`src/rtl/graph_pkg.sv`:
```
// Shared constants, FSM state encoding and edge RAM word layout
// for the path decoder.
package graph_pkg;

  localparam int EDGE_NUM  = 1034;
  localparam int EDGE_AW   = 11;
  localparam int POSE_W    = 8;
  localparam int MAX_LEVEL = 10;
  localparam int SEL_W     = MAX_LEVEL * EDGE_AW;

  typedef enum logic [2:0] {
    IDLE,
    EMIT0,
    FETCH,
    WAIT,
    NEXT,
    EMIT,
    DONE,
    ERR
  } state_t;

  typedef struct packed {
    logic [POSE_W-1:0] first;
    logic [POSE_W-1:0] second;
  } edge_word_t;

  function automatic logic [EDGE_AW-1:0] slot_of(
    input logic [SEL_W-1:0] sel,
    input logic [3:0]       idx
  );
    return sel[int'(idx)*EDGE_AW +: EDGE_AW];
  endfunction

endpackage

```
`src/rtl/path_decoder_pose_out_reg.sv`:
```
// Valid/ready output holding register: data and last stay
// frozen while a loaded pose waits for the consumer.
module pose_out_reg
  import graph_pkg::*;
(
  input  logic              clk,
  input  logic              rst_n,
  input  logic              load,
  input  logic [POSE_W-1:0] load_data,
  input  logic              load_last,
  input  logic              ready,
  output logic              valid,
  output logic [POSE_W-1:0] data,
  output logic              last
);

  logic              valid_q, valid_d;
  logic [POSE_W-1:0] data_q, data_d;
  logic              last_q, last_d;

  always_comb begin
    valid_d = valid_q;
    data_d  = data_q;
    last_d  = last_q;
    if (load) begin
      valid_d = 1'b1;
      data_d  = load_data;
      last_d  = load_last;
    end else if (valid_q && ready) begin
      valid_d = 1'b0;
      last_d  = 1'b0;
    end
  end

  always_ff @(posedge clk or negedge rst_n) begin
    if (!rst_n) begin
      valid_q <= 1'b0;
      data_q  <= '0;
      last_q  <= 1'b0;
    end else begin
      valid_q <= valid_d;
      data_q  <= data_d;
      last_q  <= last_d;
    end
  end

  assign valid = valid_q;
  assign data  = data_q;
  assign last  = last_q;

endmodule

```
`src/rtl/path_decoder.sv`:
```
// Walks the selected edge chain from endPose back to startPose and streams poses.
// Define PATH_DECODER_CHECK_EN to reject broken chains, self-loops and wrong endpoints.
module path_decoder
  import graph_pkg::*;
(
  input  logic               CLK,
  input  logic               RST_n,
  input  logic               start,
  input  logic [3:0]         levelCnt,
  input  logic [POSE_W-1:0]  startPose,
  input  logic [POSE_W-1:0]  endPose,
  input  logic [SEL_W-1:0]   selectEdge,
  output logic [EDGE_AW-1:0] ramAddress,
  input  logic [15:0]        RAMData,
  output logic               pose_valid,
  input  logic               pose_ready,
  output logic [POSE_W-1:0]  pose_data,
  output logic               pose_last,
  output logic               busy,
  output logic               done,
  output logic               error
);

  state_t             state_q, state_d;
  logic [3:0]         lvl_q, lvl_d;
  logic [3:0]         lvl_cnt_q, lvl_cnt_d;
  logic [POSE_W-1:0]  cur_q, cur_d;
  logic [SEL_W-1:0]   sel_q, sel_d;
  logic [EDGE_AW-1:0] addr_q, addr_d;
  logic               err_q, err_d;

  logic               load, load_last, hs, is_last, bad;
  logic [POSE_W-1:0]  load_data, nxt;
  logic [EDGE_AW-1:0] idx;
  edge_word_t         word;

  assign word    = edge_word_t'(RAMData);
  assign hs      = pose_valid & pose_ready;
  assign idx     = slot_of(sel_q, lvl_q);
  assign nxt     = (word.first == cur_q) ? word.second : word.first;
  assign is_last = (lvl_q == lvl_cnt_q - 4'd1);

`ifdef PATH_DECODER_CHECK_EN
  logic [POSE_W-1:0] spose_q, spose_d;

  assign spose_d = (state_q == IDLE && start) ? startPose : spose_q;

  always_ff @(posedge CLK or negedge RST_n) begin
    if (!RST_n) spose_q <= '0;
    else        spose_q <= spose_d;
  end

  // Endpoint mismatch is caught here so the wrong pose never reaches the stream.
  assign bad = (word.first != cur_q && word.second != cur_q) ||
               (word.first == word.second) ||
               (is_last && nxt != spose_q);
`else
  logic unused_start_pose;

  assign unused_start_pose = ^startPose;
  assign bad = 1'b0;
`endif

  always_comb begin
    state_d   = state_q;
    lvl_d     = lvl_q;
    lvl_cnt_d = lvl_cnt_q;
    cur_d     = cur_q;
    sel_d     = sel_q;
    addr_d    = addr_q;
    err_d     = err_q;
    load      = 1'b0;
    load_data = cur_q;
    load_last = 1'b0;
    unique case (state_q)
      IDLE: begin
        if (start) begin
          err_d     = 1'b0;
          lvl_d     = '0;
          lvl_cnt_d = levelCnt;
          sel_d     = selectEdge;
          cur_d     = endPose;
          if (levelCnt == 4'd0 || int'(levelCnt) > MAX_LEVEL) begin
            state_d = ERR;
          end else begin
            state_d   = EMIT0;
            load      = 1'b1;
            load_data = endPose;
          end
        end
      end
      EMIT0: if (hs) state_d = FETCH;
      FETCH: begin
        if (int'(idx) >= EDGE_NUM) begin
          state_d = ERR;
        end else begin
          addr_d  = idx;
          state_d = WAIT;
        end
      end
      WAIT: state_d = NEXT;
      NEXT: begin
        cur_d = nxt;
        if (bad) begin
          state_d = ERR;
        end else begin
          state_d   = EMIT;
          load      = 1'b1;
          load_data = nxt;
          load_last = is_last;
        end
      end
      EMIT: begin
        if (hs) begin
          if (pose_last) begin
            state_d = DONE;
          end else begin
            lvl_d   = lvl_q + 4'd1;
            state_d = FETCH;
          end
        end
      end
      DONE: state_d = IDLE;
      ERR:  state_d = IDLE;
    endcase
    if (state_d == ERR) err_d = 1'b1;
  end

  always_ff @(posedge CLK or negedge RST_n) begin
    if (!RST_n) begin
      state_q   <= IDLE;
      lvl_q     <= '0;
      lvl_cnt_q <= '0;
      cur_q     <= '0;
      sel_q     <= '0;
      addr_q    <= '0;
      err_q     <= 1'b0;
    end else begin
      state_q   <= state_d;
      lvl_q     <= lvl_d;
      lvl_cnt_q <= lvl_cnt_d;
      cur_q     <= cur_d;
      sel_q     <= sel_d;
      addr_q    <= addr_d;
      err_q     <= err_d;
    end
  end

  pose_out_reg u_out (
    .clk       (CLK),
    .rst_n     (RST_n),
    .load      (load),
    .load_data (load_data),
    .load_last (load_last),
    .ready     (pose_ready),
    .valid     (pose_valid),
    .data      (pose_data),
    .last      (pose_last)
  );

  assign ramAddress = addr_q;
  assign busy       = (state_q != IDLE);
  assign done       = (state_q == DONE);
  assign error      = err_q;

endmodule
```
`config.mk`:
```
export PLATFORM = sky130hd
export DESIGN_NAME = path_decoder
export DESIGN_NICKNAME = d
export VERILOG_FILES = /design/src/rtl/graph_pkg.sv /design/src/rtl/path_decoder_pose_out_reg.sv /design/src/rtl/path_decoder.sv
export SDC_FILE = /design/constraint.sdc
export NUM_CORES = 1
export LEC_CHECK = 0
export CORE_MARGIN = 2
export CORE_UTILIZATION = 54
export CTS_CLUSTER_DIAMETER = 30
export DETAILED_ROUTE_END_ITERATION = 8
export GPL_TIMING_DRIVEN = 0
export PLACE_DENSITY = 0.95
export SYNTH_ARGS = -nofsm -noshare
export SYNTH_HDL_FRONTEND = slang
export SYNTH_SLANG_ARGS = --single-unit
```
`constraint.sdc`:
```
create_clock -name CLK -period 4 [get_ports CLK]
set_input_delay 0.6 -clock CLK [delete_from_list [all_inputs] [get_ports CLK]]
set_output_delay 0.6 -clock CLK [all_outputs]
set_load 0.01 [all_outputs]
```
Yosys cells after proc, flatten, opt, wreduce, memory -nomap -nowiden
Index checks and enable logic that the tools add are counted.
{ "word_totals": {"register_bits": 151} }
{ "classes": {"addsub": 2, "mul": 1, "n_lt_le_gt_ge": 2, "eq_ne": 13, "shifts": 1, "mux": 27, "bitwise_logic": 2, "reduce_logical": 16} }
{ "op_table": {"columns": ["op", "count"], "rows": [
  ["indexed part select 110 x 9 -> 11 bit", 1],
  ["two-way mux 8 bit", 4],
  ["case mux 8 bit (2 select lines)", 2],
  ["case mux 3 bit (7 select lines)", 1],
  ["two-way mux 3 bit", 6],
  ["equality test 3 bit (second input constant)", 5],
  ["two-way mux 4 bit", 3],
  [">= comparator 11 bit (second input constant)", 1],
  ["nonzero test 2 bit", 5],
  ["two-way mux 1 bit", 9],
  ["equality test 8 bit", 1],
  ["multiplier 4 x 4 -> 8 bit (second input constant)", 1],
  ["case mux 4 bit (2 select lines)", 1],
  ["AND reduction 2 bit", 4],
  ["equality test 3 x 2 -> 1 bit (second input constant)", 2],
  ["!= test 2 bit (second input constant)", 3],
  ["adder 4 x 1 -> 4 bit (second input constant)", 1],
  ["equality test 4 bit", 1],
  ["> comparator 4 bit (second input constant)", 1],
  ["logical NOT 4 bit", 1],
  ["AND reduction 4 bit", 1],
  ["subtractor 4 x 1 -> 4 bit (second input constant)", 1],
  ["equality test 3 x 1 -> 1 bit (second input constant)", 1],
  ["logical NOT 3 bit", 1],
  ["other kinds (7)", 7]
]} }

Longest topological paths before layout
Gate-level depths: netlist of the first run.
{ "depth": {"word_depth": 8, "depth_mapped": 11, "ltp_nobuf": 7} }

Cells and area by module
Synthesis of the first run repeated with hierarchy kept, for this count alone.
{ "unflattened": {"cells_unflattened": 756, "hier_area_um2": 7191.9} }
{ "by_module_without_submodules": {"columns": ["module", "instances", "cells_per_inst", "area_each_um2", "seq_area_each_um2"], "rows": [
  ["path_decoder", 1, 732, 6782.8, 3528.4],
  ["pose_out_reg", 1, 24, 409.1, 250.2]
]} }

Worst setup path after synthesis of the first run
OpenSTA, ideal clock, no wires.
{ "synth_path": {"path_kind": "reg-to-reg", "from": "register lvl_q[1]", "to": "register addr_q[0] (netlist: ramAddress[0])", "setup_time_ns": 0.125, "t_arrival_ns": 2.198, "required_ns": 3.875, "setup_slack_ns": 1.677, "path_stages_with_launch": 10, "period_less_slack_ns": 2.323, "path_cell_list": "dfrtp_1 -> buf_2 -> or2_1 -> clkbuf_1 -> o221ai_1 -> o31a_1 -> o21ai_0 -> and3b_4 -> o21ai_4 -> mux2_4"} }
{ "synth_via": {"elab_chain_cells": 5} }
{ "synth_rtl": {"columns": ["element", "line_no", "text"], "rows": [
  ["start: declaration", "path_decoder.sv:25", "logic [3:0] lvl_q, lvl_d;"],
  ["start signal: assignment", "path_decoder.sv:140", "lvl_q <= lvl_d;"],
  ["multiplier 4 x 4 -> 8 bit *", "graph_pkg.sv:31", "return sel[int'(idx)*EDGE_AW +: EDGE_AW];"],
  ["indexed part select 110 x 9 -> 11 bit *", "graph_pkg.sv:31", null],
  [">= comparator 11 bit", "path_decoder.sv:94", "if (int'(idx) >= EDGE_NUM) begin"],
  ["inverter 1 bit (no source line)", null, null],
  ["AND reduction 2 bit (no source line)", null, null],
  ["end signal: assignment", "path_decoder.sv:144", "addr_q <= addr_d;"],
  ["end: declaration", "path_decoder.sv:29", "logic [EDGE_AW-1:0] addr_q, addr_d;"]
]} }
Every way passes the cells marked *; elsewhere a longest branch is shown, timed or not.
A chain may end at the register's enable or synchronous reset.

Final worst setup path of the first run
{ "layout_path": {"from": "register state_q[0]", "to": "register sel_q[3]"} }
{ "layout_via": {"elab_chain_cells": 2} }
{ "layout_rtl": {"columns": ["element", "line_no", "text"], "rows": [
  ["start: declaration", "path_decoder.sv:24", "state_t state_q, state_d;"],
  ["start signal: assignment", "path_decoder.sv:139", "state_q <= state_d;"],
  ["logical NOT 3 bit", "path_decoder.sv:75", "unique case (state_q)"],
  ["AND reduction 2 bit (no source line)", null, null],
  ["end signal: assignment", "path_decoder.sv:143", "sel_q <= sel_d;"],
  ["end: declaration", "path_decoder.sv:28", "logic [SEL_W-1:0] sel_q, sel_d;"]
]} }
Every way passes these cells.

==> results of run 1 <==
## cell families after synthesis
kind of cell	count (synthesis)
AO/OA/AOI/OAI	85
XOR/XNOR	16
adder cells (fa/ha/maj)	2
buffers and inverters	59
flip-flops	151
multiplexers	62
AND/OR/NAND/NOR	419
## layout make-up
cell class                      instances  area (um2)
Clock inverter                         12         106
Multi-Input combinational cell        584        3160
Buffer                                 48         250
Sequential cell                       151        3780
Timing Repair Buffer                  166        1680
Clock buffer                           19         443
Fill cell                             884        3460
Inverter                               11        41.3
Tap cell                              176         220
## metal layers
layer,GRT usage,vias to the layer above,part of all wire
met5,0,-,0
li1,-,2991,-
met3,0.0737,100,0.091
met2,0.489,433,0.48
met4,0.151,0,0.042
met1,0.396,3185,0.39
## stage by stage
stage	setup TNS [ns]	instances	hold WS (ns)
global placement	-515.51	1135	0.453
finish	0	1167	0.170
floorplan	0	794	0.304
global route	0	1167	0.238
CTS	0	1167	0.214
detailed placement	0	1136	0.461
## path summary, 6_finish.rpt
kind	to	start	slack, ns
worst max-delay path	sel_q[3]$_DFFE_PN0P_	state_q[0]$_DFF_PN0_	1.01
worst min-delay path	sel_q[16]$_DFFE_PN0P_	RST_n	0.17
worst max register to register	sel_q[3]$_DFFE_PN0P_	state_q[0]$_DFF_PN0_	1.01
worst min register to register	sel_q[98]$_DFFE_PN0P_	sel_q[98]$_DFFE_PN0P_	0.47
max in group asynchronous	sel_q[53]$_DFFE_PN0P_	RST_n	3.04
min in group CLK	sel_q[98]$_DFFE_PN0P_	sel_q[98]$_DFFE_PN0P_	0.47
## worst max-delay path, stage by stage (launching register included)
cell,delay (ns)
dfrtp_1,0.36
clkbuf_1,0.21
nor2_1,0.26
nand2_1,0.16
nor2_1,0.57
clkbuf_1,0.62
clkbuf_1,0.50
nand2_1,0.13
nand2_1,0.10
## synthesized netlist by cell type (all sizes together)
cell type,instances,area (um2)
nand3,6,30.0
nor4,1,6.26
o221ai,5,43.8
a32o,1,10.0
mux2i,38,380
o32ai,1,8.76
mux2,14,180
nand4,3,18.8
ha,2,25.0
a211oi,1,12.5
or4,1,7.51
a2bb2oi,3,26.3
clkbuf,37,140
o31a,5,43.8
nand2,362,1360
a21oi,18,90.1
o21ai,14,81.3
buf,11,110
o22ai,21,131
xnor2,14,123
inv,10,37.5
and3b,1,12.5
o41ai,1,8.76
xor2,2,17.5
nor3,6,30.0
a31oi,12,81.3
clkinv,1,3.75
or2,1,6.26
nand2b,2,12.5
and3,2,12.5
nor2,29,109
o21a,1,7.51
nand3b,1,7.51
dfrtp,151,3780
mux4,10,225
nor2b,2,12.5
o311ai,2,17.5
nor3b,2,20.0
## state kept, by name, indices dropped and copies added, names as in the netlist
signal / flops
sel_q: 110
ramAddress: 11
cur_q: 8
u_out.data: 8
lvl_cnt_q: 4
lvl_q: 4
state_q: 3
error: 1
u_out.last: 1
u_out.valid: 1
## report_power, final
| group | internal [mW] | switching [mW] | total, mW |
|---|---|---|---|
| clock network | 0.864 | 0.644 | 1.51 |
| logic | 1.32 | 1.66 | 2.97 |
| registers | 2.20 | 0.427 | 2.63 |
| total | 4.38 | 2.73 | 7.11 |
## cell usage in the layout (no fill, tap or decap), types with 3 or more instances in the layout
cell,netlist,layout
a21oi_1,18,18
a2bb2oi_1,3,3
a31oi_1,11,11
buf_2,5,5
buf_6,4,5
clkbuf_1,36,37
clkbuf_16,0,17
clkdlybuf4s50_1,0,164
clkinv_2,0,4
clkinv_4,0,3
clkinvlp_4,0,4
dfrtp_1,151,151
inv_1,10,10
mux2_2,8,8
mux2_4,6,6
mux2i_1,38,38
mux4_2,10,10
nand2_1,362,362
nand3_1,6,6
nand4_1,3,3
nor2_1,29,29
nor3_1,6,6
o21ai_0,7,7
o21ai_1,6,6
o221ai_1,5,5
o22ai_1,21,21
o31a_1,5,5
xnor2_1,14,14
==> key figures, run 1 <==
Power
  – Worst IR drop on VDD: 0.430 mV
  – Total power: 7.11 mW
  – Lkg Pwr: 4.51 nW
  – Total power divided by cell area: 735 nW/um2

Yosys
  – Post-synthesis mux area share: 0.109
  – Cell Area, Synth: 7230 um2
  – Post-Synth XOR/XNOR Area: 0.0194
  – Synth Area in Simple Gates: 0.227
  – YS warnings: 0
  – Post-synth net total: 946
  – Post-synthesis adder-cell area fraction: 0.00346
  – Flops & latches, synth: 151
  – Synthesized netlist cell count: ~790
  – Distinct cells, synth: 46
  – Register area share after synthesis: 0.523
  – Main combinational cell family by area after synthesis: simple AND/OR/NAND/NOR gates
  – Syn avg cell area: 9.10 um2
  – Synth Area in Compound Gates: 0.0779

CTS
  – CTS tree: built
  – Clk root buf: clkbuf_16
  – Hold-fix buffers at CTS: 0
  – Clk sink count: 151
  – Reg clk slew, reported paths: 0.06 ns
  – H-tree levels: 4
  – Post-CTS setup buffers: 0
  – CTS resizes: 0
  – Clock buffer depth: 2
  – TritonCTS buffer count: 17
  – Worst-Skew Late Latency: 0.43 ns

Floorplan
  – Core area: 13100 um2
  – Die W: around 120 um
  – Initial Util: 0.550
  – IO Count: 174
  – Die height: 120 um
  – Die outline area: 14300 um2
  – Rows: 42

Flow run
  – Max Cap Viol: 0

STA
  – RSZ-0062 raised after global routing: false
  – Period utilisation layout: 0.747
  – Setup Viol. Count Final: 0
  – Skew final: 0.0113 ns
  – FMAX: 335 MHz
  – Rel. slew slack: 0.515
  – Worst-margin pin slew: 0.724 ns
  – Fin crit period: 2.99 ns
  – Fin worst setup slack: 1.01 ns
  – Final hold vios: 0
  – Max Slew Vio Count: 0

Layout
  – # diodes: 0
  – Core Util, Final: 0.737
  – Layout Nets: 1131
  – Layout cells sized above 1: 0.0737
  – Post-route design area: 9680 um2
  – Synth-to-Final Area Change: 33.9%

Global routing
  – GR Overflow Total: 0
  – Via count of the first global-routing pass: 6823
  – First-pass GRT wire length: about 34 mm
  – Gr usage total: 0.307
  – Initial antenna violation count: 0
  – Largest net degree at the start of global routing: 80

Drt
  – DRT Pass-1 Iters: 5
  – Starting DRT DRC Count: 1022
  – Post-Route WL: 21.4 mm
  – Vias per cell: 5.75
  – WL/cell: 18.4 um
  – Vias: 6709
  – # DRC: 0
  – Antenna Nets Post-Route: 0

Place
  – Post-Place Cell Area: 9130 um2
  – Placed wire-length estimate: 15.2 mm
  – Routability cong.: 0.937
  – IO buf count: 165
  – DP Worst Slack: roughly 0.85 ns

Setup path
  – CP Max Fanout: 10
  – Startpoint class of the critical path: flip-flop
  – R2R depth: 8
  – Critical Path AT: 3.35 ns
  – Req. time, crit path: 4.36 ns
  – WS Path Type: flip-flop to flip-flop
  – Crit end category: flip-flop

Hold path
  – Min-Delay Path Class: input port to async pin

Run status
  – Status: complete, no violations
Note: power is estimated with default switching activity, not from simulation.
==> inputs of run 2 (changes only) <==
--- a/config.mk
+++ b/config.mk
@@ -6,11 +6,11 @@
 export NUM_CORES = 1
 export LEC_CHECK = 0
 export CORE_MARGIN = 2
-export CORE_UTILIZATION = 54
+export CORE_UTILIZATION = 45
 export CTS_CLUSTER_DIAMETER = 30
 export DETAILED_ROUTE_END_ITERATION = 8
 export GPL_TIMING_DRIVEN = 0
-export PLACE_DENSITY = 0.95
+export PLACE_DENSITY = 0.88
 export SYNTH_ARGS = -nofsm -noshare
 export SYNTH_HDL_FRONTEND = slang
 export SYNTH_SLANG_ARGS = --single-unit
==> constraint.sdc (replaced) <==
create_clock -name CLK -period 2.6 [get_ports CLK]
set_input_delay 0.39 -clock CLK [delete_from_list [all_inputs] [get_ports CLK]]
set_output_delay 0.39 -clock CLK [all_outputs]
set_load 0.01 [all_outputs]
==> run 2 against run 1 <==
Against the previous run:
- the flow now finishes with violations (hold timing, setup timing)
- setup slack worse by 1.1 ns
- wire length up 3.9%
- global-route usage down 4.2 points
- die area up 19%
- register-to-register slack worse by 1.1 ns
==> key figures, run 2 (same netlist as run 1, synthesis figures left out) <==
Global routing
  – Initial antenna violation count: 0 (unchanged)
  – Largest net degree at the start of global routing: 79 (-1.3%)
  – Gr usage total: 0.265 (-0.0418)
  – GR Overflow Total: 0 (unchanged)
  – Via count of the first global-routing pass: 6590 (-3.4%)
  – First-pass GRT wire length: 33.5 mm (-0.80%)

Power
  – Sw frac: 0.374 (-0.00963)
  – Switching power: 4.49 mW (+64%)
  – Power share of the combinational group: 0.441 (+0.023)
  – Worst IR drop on VDD: 0.713 mV (+66%)
  – Seq pwr share: 0.343 (-0.027)
  – Total power: 12.0 mW (+69%)
  – Lkg Pwr: 4.72 nW (+4.6%)
  – Clock share of power: 0.217 (+0.005)
  – Total power divided by cell area: 1180 nW/um2 (+60%)
  – Internal power: 7.50 mW (+71%)

Setup path
  – Crit end category: flip-flop
  – Most common cell on crit path: buf_6
  – WS Path Type: flip-flop to flip-flop
  – CP Max Fanout: 6 (-4)
  – Startpoint class of the critical path: flip-flop
  – Req. time, crit path: 2.92 ns (-1.44 ns)
  – Critical Path AT: 2.98 ns (-0.37 ns)
  – CP cell instances: buf_6, buf_6, mux4_2, a2bb2oi_2, a21oi_2, nand3_1, and3b_4, o21ai_4, buf_12, mux2_4
  – Worst path max stage delay: 0.55 ns (-0.07 ns)
  – Critical-path top delay cell: mux4_2

CTS
  – H-tree levels: 4 (unchanged)
  – Reg clk slew, reported paths: 0.07 ns (about the same)
  – CTS tree: built
  – TritonCTS buffer count: 17 (unchanged)
  – Clk root buf: clkbuf_16
  – Clock buffer depth: 2 (unchanged)
  – Clk sink count: 151 (unchanged)
  – Worst-Skew Late Latency: 0.44 ns (about the same)
  – Hold-fix buffers at CTS: 0 (unchanged)

Place
  – Routability cong.: 0.970 (+3.5%)
  – Placed wire-length estimate: 15.3 mm (+0.89%)
  – Post-Place Cell Area: 9180 um2 (+0.55%)
  – DP Worst Slack: -0.379 ns (-1.23 ns)
  – Dpl cells: 1176 (+3.5%)
  – IO buf count: 165 (unchanged)

STA
  – Fin worst setup slack: -0.0625 ns (-1.07 ns)
  – Setup TNS: -0.352 ns (-0.352 ns)
  – Setup Viol. Count Final: 6 (+6)
  – Fin crit period: 2.66 ns (-0.326 ns)
  – Period utilisation layout: 1.02 (+0.277)
  – Worst-margin pin slew: 0.826 ns (+0.102 ns)
  – Skew final: 0.0116 ns (+0.000301 ns)
  – Final hold vios: 8 (+8)
  – Max Slew Vio Count: 0 (unchanged)
  – Rel. slew slack: 0.447 (-0.0680)
  – FMAX: 376 MHz (+12%)
  – Hold WS: -0.00356 ns (-0.173 ns)
  – RSZ-0062 raised after global routing: true

Floorplan
  – Die height: 131 um (+9.2%)
  – Initial Util: 0.458 (-0.0918)
  – Rows: 46 (+9.5%)
  – Core area: 15800 um2 (+20%)
  – IO Count: 174 (unchanged)
  – Die outline area: 17100 um2 (+19%)
  – Die W: 131 um (+9.2%)

Layout
  – # diodes: 0 (unchanged)
  – Final cell count without fillers: 1228 (+5.2%)
  – Most common cell after layout, fill and taps aside: nand2_1
  – Max FFs per register: 110 (unchanged)
  – # fillers: 1200 (+36%)
  – Synth-to-Final Area Change: 40.8%
  – Biggest register: sel_q
  – Layout Nets: 1151 (+1.8%)
  – Post-route design area: 10200 um2 (+5.1%)
  – Layout cells sized above 1: 0.120 (+0.0459)
  – Core Util, Final: 0.645 (-0.0915)
  – Most frequent cells in the layout: nand2_1 (362), clkdlybuf4s50_1 (164), dfrtp_1 (150)

Run status
  – Failing checks: hold timing, setup timing
  – Status: finished with violations

Drt
  – Vias: 6672 (-0.55%)
  – Post-Route WL: 22.3 mm (+3.9%)
  – Vias per cell: 5.43 (-5.5%)
  – Antenna Nets Post-Route: 0 (unchanged)
  – DRT Pass-1 Iters: 6 (+1)
  – Starting DRT DRC Count: 749 (-27%)
  – # DRC: 0 (unchanged)
  – WL/cell: 18.1 um (-1.3%)

Hold path
  – Min-Delay Path Class: input port to async pin

Flow run
  – Max Cap Viol: 0 (unchanged)
## run 2: what timing repair did
item                                    CTS  global route
endpoints found under the hold margin     0             0
endpoints found under the setup margin   49            29
gates cloned                              1             1
resized for setup                        27            17
setup buffers                            14             6
pin swaps                                 6             6
## run 2: worst paths after layout
kind	slack [ns]	to	cells after the start	start
setup / recovery	-0.06	ramAddress[7]$_DFFE_PN0P_	10	lvl_q[0]$_DFFE_PN0P_
hold / removal	-0.004	ramAddress[9]$_DFFE_PN0P_	1	RST_n
setup reg to reg	-0.06	ramAddress[7]$_DFFE_PN0P_	10	lvl_q[0]$_DFFE_PN0P_
hold reg to reg	0.48	sel_q[28]$_DFFE_PN0P_	2	sel_q[28]$_DFFE_PN0P_
max in group asynchronous	1.80	sel_q[105]$_DFFE_PN0P_	2	RST_n
min in group CLK	0.48	sel_q[28]$_DFFE_PN0P_	2	sel_q[28]$_DFFE_PN0P_
## run 2: power groups by stage
stage	clock [mW]	sequential, mW	combinational (mW)
after global placement	0	3.96	4.28
after global routing	2.71	4.20	5.67
after CTS	2.62	4.06	4.96
final	2.60	4.11	5.28
after floorplan	0	3.90	2.90
after detailed placement	0	4.01	4.41
## run 2: area by class of cell
type / count / area, um2 / share of cell area
repair buffers: 188 / 1900 / 0.187
inverters: 11 / 41.3 / 0.00406
clock buffers: 18 / 429 / 0.0422
multi-input cells: 584 / 3300 / 0.324
flip-flops and latches: 151 / 3780 / 0.371
clock inverters: 14 / 186 / 0.0183
well taps: 216 / 270 / 0.0266
plain buffers: 46 / 269 / 0.0264
## run 2: worst max-delay path, delay by kind of cell (launching register included)
kind            cells  cell delay (ns)
mux                 2             0.84
compound gates      3             0.47
simple gates        2             0.47
buf+inv             3             0.42
flops               1             0.37
## run 2: metal layers
metal  global-route usage  up-vias  wire (um)
li1                     -     3043          -
met1                0.344     3186       8790
met2                0.431      381      10700
met3               0.0578       62       1970
met4                0.119        0        797
met5                    0        -          0
==> inputs of run 3 (changes only) <==
--- a/config.mk
+++ b/config.mk
@@ -10,7 +10,8 @@
 export CTS_CLUSTER_DIAMETER = 30
 export DETAILED_ROUTE_END_ITERATION = 8
 export GPL_TIMING_DRIVEN = 0
-export PLACE_DENSITY = 0.88
+export PLACE_DENSITY = 0.89
 export SYNTH_ARGS = -nofsm -noshare
 export SYNTH_HDL_FRONTEND = slang
+export SYNTH_HIERARCHICAL = 1
 export SYNTH_SLANG_ARGS = --single-unit
==> run 3 against run 2 <==
Against the previous run:
- the flow finishes with violations (setup timing)
- setup slack got worse by 0.66 ns
- wire length fell by 1.5%
- clock skew rose by 0.0041 ns
- cell area decreased by 3.1%
- count of clock-buffer cells in the layout rose by 1
- clock power down 2%
- die area shrank 0.49%
- synthesized area is 0.50% lower
- sequential share of layout area increased by 1.2 points
- final cell count fell by 4.6%
- critical path type unchanged
- critical endpoint is now ramAddress[5]$_DFFE_PN0P_
- largest cell class unchanged
==> key figures, run 3 <==
Yosys
  – Number of synthesized flops with an enable pin: 0 (unchanged)
  – Register area share after synthesis: 0.525 (+0.00264)
  – Synthesized netlist cell count: 756 (-4.8%)
  – Distinct cells, synth: 44 (-4.3%)
  – FFs w/ async S/R, synth: 1.00 (unchanged)
  – Top-area cell type share of the netlist area: 0.525 (+0.00264)
  – Most frequent cell after synthesis: nand2_1
  – Dominant synthesized flop cell: dfrtp_1
  – Post-synth net total: 908 (-4.0%)
  – Top cells by count, synth: nand2_1 (360), dfrtp_1 (151), clkbuf_1 (26), mux2i_1 (26), o21ai_0 (23)
  – Cell Area, Synth: 7190 um2 (-0.50%)
  – Syn avg cell area: 9.51 um2 (+4.5%)
  – Flops & latches, synth: 151 (unchanged)
  – Area contributors post-synth: dfrtp_1 (53%), nand2_1 (19%), mux4_2 (5.0%), mux2i_1 (3.6%), mux2_4 (3.3%)
  – YS warnings: 6 (+6)
  – Synth area leader: dfrtp_1

STA
  – FMAX: 301 MHz (-20%)
  – Worst-margin pin slew: 0.991 ns (+0.165 ns)
  – Rel. slew slack: 0.338 (-0.109)
  – Skew final: 0.0157 ns (+0.00410 ns)
  – Period utilisation layout: 1.28 (+0.254)
  – Final hold vios: 0 (-8)
  – Fin crit period: 3.32 ns (+0.660 ns)
  – Max Slew Vio Count: 0 (unchanged)
  – Fin worst setup slack: -0.722 ns (-0.660 ns)
  – RSZ-0062 raised after global routing: true
  – Setup Viol. Count Final: 13 (+7)

Place
  – Dpl cells: 1138 (-3.2%)
  – Placed wire-length estimate: 15.6 mm (+1.7%)
  – Routability cong.: 0.884 (-8.9%)
  – IO buf count: 165 (unchanged)
  – Post-Place Cell Area: 9150 um2 (-0.31%)

Drt
  – Post-Route WL: 21.9 mm (-1.5%)
  – # DRC: 0 (unchanged)
  – DRT Pass-1 Iters: 6 (unchanged)
  – Vias per cell: 5.55 (+2.1%)
  – Antenna Nets Post-Route: 0 (unchanged)
  – WL/cell: 18.7 um (+3.2%)
  – Vias: 6504 (-2.5%)
  – Starting DRT DRC Count: 628 (-16%)

Global routing
  – First-pass GRT wire length: 34.0 mm (+1.2%)
  – Via count of the first global-routing pass: 6516 (-1.1%)
  – Gr usage total: 0.265 (about the same)
  – GR Overflow Total: 0 (unchanged)
  – Largest net degree at the start of global routing: 93 (+18%)
  – Initial antenna violation count: 1 (+1)

Setup path
  – R2R depth: 10 (unchanged)
  – CP cell instances: buf_6, buf_8, mux2i_4, o22ai_1, a221o_1, or4_4, or4b_4, a21oi_4, buf_12, mux2_4
  – WS Path Type: flip-flop to flip-flop
  – Reg-to-reg slack, setup: -0.72 ns (-0.66 ns)
  – Req. time, crit path: 2.90 ns (-0.02 ns)
  – RR Startpoint: lvl_q[0]$_DFFE_PN0P_
  – Crit end category: flip-flop
  – Reg-to-Reg End: ramAddress[5]$_DFFE_PN0P_
  – CP Max Fanout: 10 (+4)
  – Startpoint class of the critical path: flip-flop
  – Setup crit end: ramAddress[5]$_DFFE_PN0P_
  – Beginning of the critical path: lvl_q[0]$_DFFE_PN0P_
  – Critical-path top delay cell: or4_4
  – Worst path max stage delay: 0.55 ns (about the same)
  – Critical Path AT: 3.63 ns (+0.65 ns)

CTS
  – H-tree levels: 4 (unchanged)
  – CTS tree: built
  – TritonCTS buffer count: 17 (unchanged)
  – Worst-Skew Late Latency: 0.43 ns (about the same)
  – Reg clk slew, reported paths: 0.06 ns (about the same)
  – Clock buffer depth: 2 (unchanged)
  – Clk root buf: clkbuf_16
  – Clk sink count: 151 (unchanged)

Run status
  – Status: finished with violations
  – Failing checks: setup timing

Layout
  – # fillers: 1203 (+0.25%)
  – Layout Nets: 1094 (-5.0%)
  – Most common cell after layout, fill and taps aside: nand2_1
  – Final cell count without fillers: 1172 (-4.6%)
  – Post-route design area: 9860 um2 (-3.1%)
  – Max FFs per register: 110 (unchanged)
  – Layout cells sized above 1: 0.114 (-0.00543)
  – Most frequent cells in the layout: nand2_1 (360), clkdlybuf4s50_1 (164), dfrtp_1 (150)
  – Synth-to-Final Area Change: 37.1%
  – Biggest register: sel_q

Flow run
  – Max Cap Viol: 0 (unchanged)

Floorplan
  – Initial Util: 0.456 (-0.00230)
  – Die height: 130 um (-0.24%)
  – Core area: 15800 um2 (unchanged)
  – Rows: 46 (unchanged)
  – IO Count: 174 (unchanged)
  – Die W: 130 um (-0.24%)
  – Die outline area: 17000 um2 (-0.49%)

Power
  – Worst IR drop on VDD: 0.772 mV (+8.2%)
  – Total power divided by cell area: 1130 nW/um2 (-3.7%)
  – Lkg Pwr: 4.59 nW (-2.9%)

Hold path
  – WHS Path Cells: 2
  – Min-Delay Path Class: flip-flop to flip-flop
-- run 3: cell count changes after synthesis, moves of 12 or more --
| cell | previous run | this run |
|---|---|---|
| o21ai_0 | 7 | 23 |
| a21oi_1 | 18 | 3 |
| o22ai_1 | 21 | 3 |
| nor2_1 | 29 | 11 |
| mux2i_1 | 38 | 26 |
| a22oi_1 | 0 | 14 |
-- run 3: final cells by class --
type	instances	area [um2]	area share
sequential	151	3780	0.383
multi-input combinational	551	3220	0.326
timing repair buffer	172	1740	0.176
clock buffer	19	443	0.0449
tap	216	270	0.0274
buffer	39	205	0.0208
clock inverter	13	166	0.0169
inverter	10	37.5	0.00381
antenna	1	2.50	0.000254
-- run 3: how the worst min path moves through the flow --
stage / from / end / slack (ns)
finish: sel_q[22]$_DFFE_PN0P_ / sel_q[22]$_DFFE_PN0P_ / 0.48
global route: selectEdge[74] / sel_q[74]$_DFFE_PN0P_ / 0.49
detailed placement: RST_n / u_out/data[7]$_DFFE_PN0P_ / 0.39
floorplan: RST_n / cur_q[0]$_DFFE_PN0P_ / 0.09
CTS: selectEdge[81] / sel_q[81]$_DFFE_PN0P_ / 0.47
global placement: sel_q[79]$_DFFE_PN0P_ / sel_q[79]$_DFFE_PN0P_ / 0.45
-- run 3: power by group --
| group | total [mW] | switching [mW] | internal (mW) |
|---|---|---|---|
| clock network | 2.55 | 1.01 | 1.54 |
| logic | 4.53 | 2.37 | 2.16 |
| registers | 4.11 | 0.711 | 3.40 |
-- run 3: critical path: cells and delay by family, from the launching register on --
family	cells	cell delay (ns)
compound gates	3	0.68
buf+inv	3	0.51
flops	1	0.37
mux	2	0.57
simple gates	2	1.07
-- run 3: what timing repair did --
| action | CTS | global route |
|---|---|---|
| gates cloned | 0 | 0 |
| gates resized for setup | 10 | 14 |
| hold endpoints to repair | 59 | 0 |
| endpoints found under the setup margin | 124 | 116 |
| hold buffers | 1 | 0 |
| buffers inserted | 5 | 0 |
| pin swaps | 1 | 2 |
-- run 3: cells by family (layout without fill, tap and decap cells) --
family          after synthesis  in the layout  synth area share
fa+ha+maj                     2              2           0.00348
simple gates                399            399             0.218
buf+inv                      54            253            0.0311
compound gates               63             63            0.0619
other cells                   0              1                 0
mux                          72             72             0.142
xor+xnor                     15             15            0.0183
flops                       151            151             0.525
-- run 3: stage by stage --
| step | setup WS (ns) | setup TNS [ns] | total power [mW] | utilization | hold slack, ns |
|---|---|---|---|---|---|
| 2_1_floorplan | -0.519 | -5.02 | 6.64 | - | 0.0944 |
| 3_3_place_gp | -4.77 | -755.89 | 8.03 | 0.578 | 0.452 |
| 3_5_place_dp | -1.42 | -47.30 | 8.26 | 0.580 | 0.393 |
| 4_1_cts | -0.678 | -7.17 | 11.0 | 0.624 | 0.474 |
| 5_1_grt | -0.777 | -8.42 | 11.7 | 0.625 | 0.490 |
| 6_report | -0.722 | -7.51 | 11.2 | 0.625 | 0.477 |
-- run 3: routing by layer --
metal,up-vias,part of all wire,global-route usage
li1,2872,-,-
met1,3140,0.38,0.338
met2,400,0.47,0.425
met3,92,0.095,0.0664
met4,0,0.051,0.137
met5,-,0,0
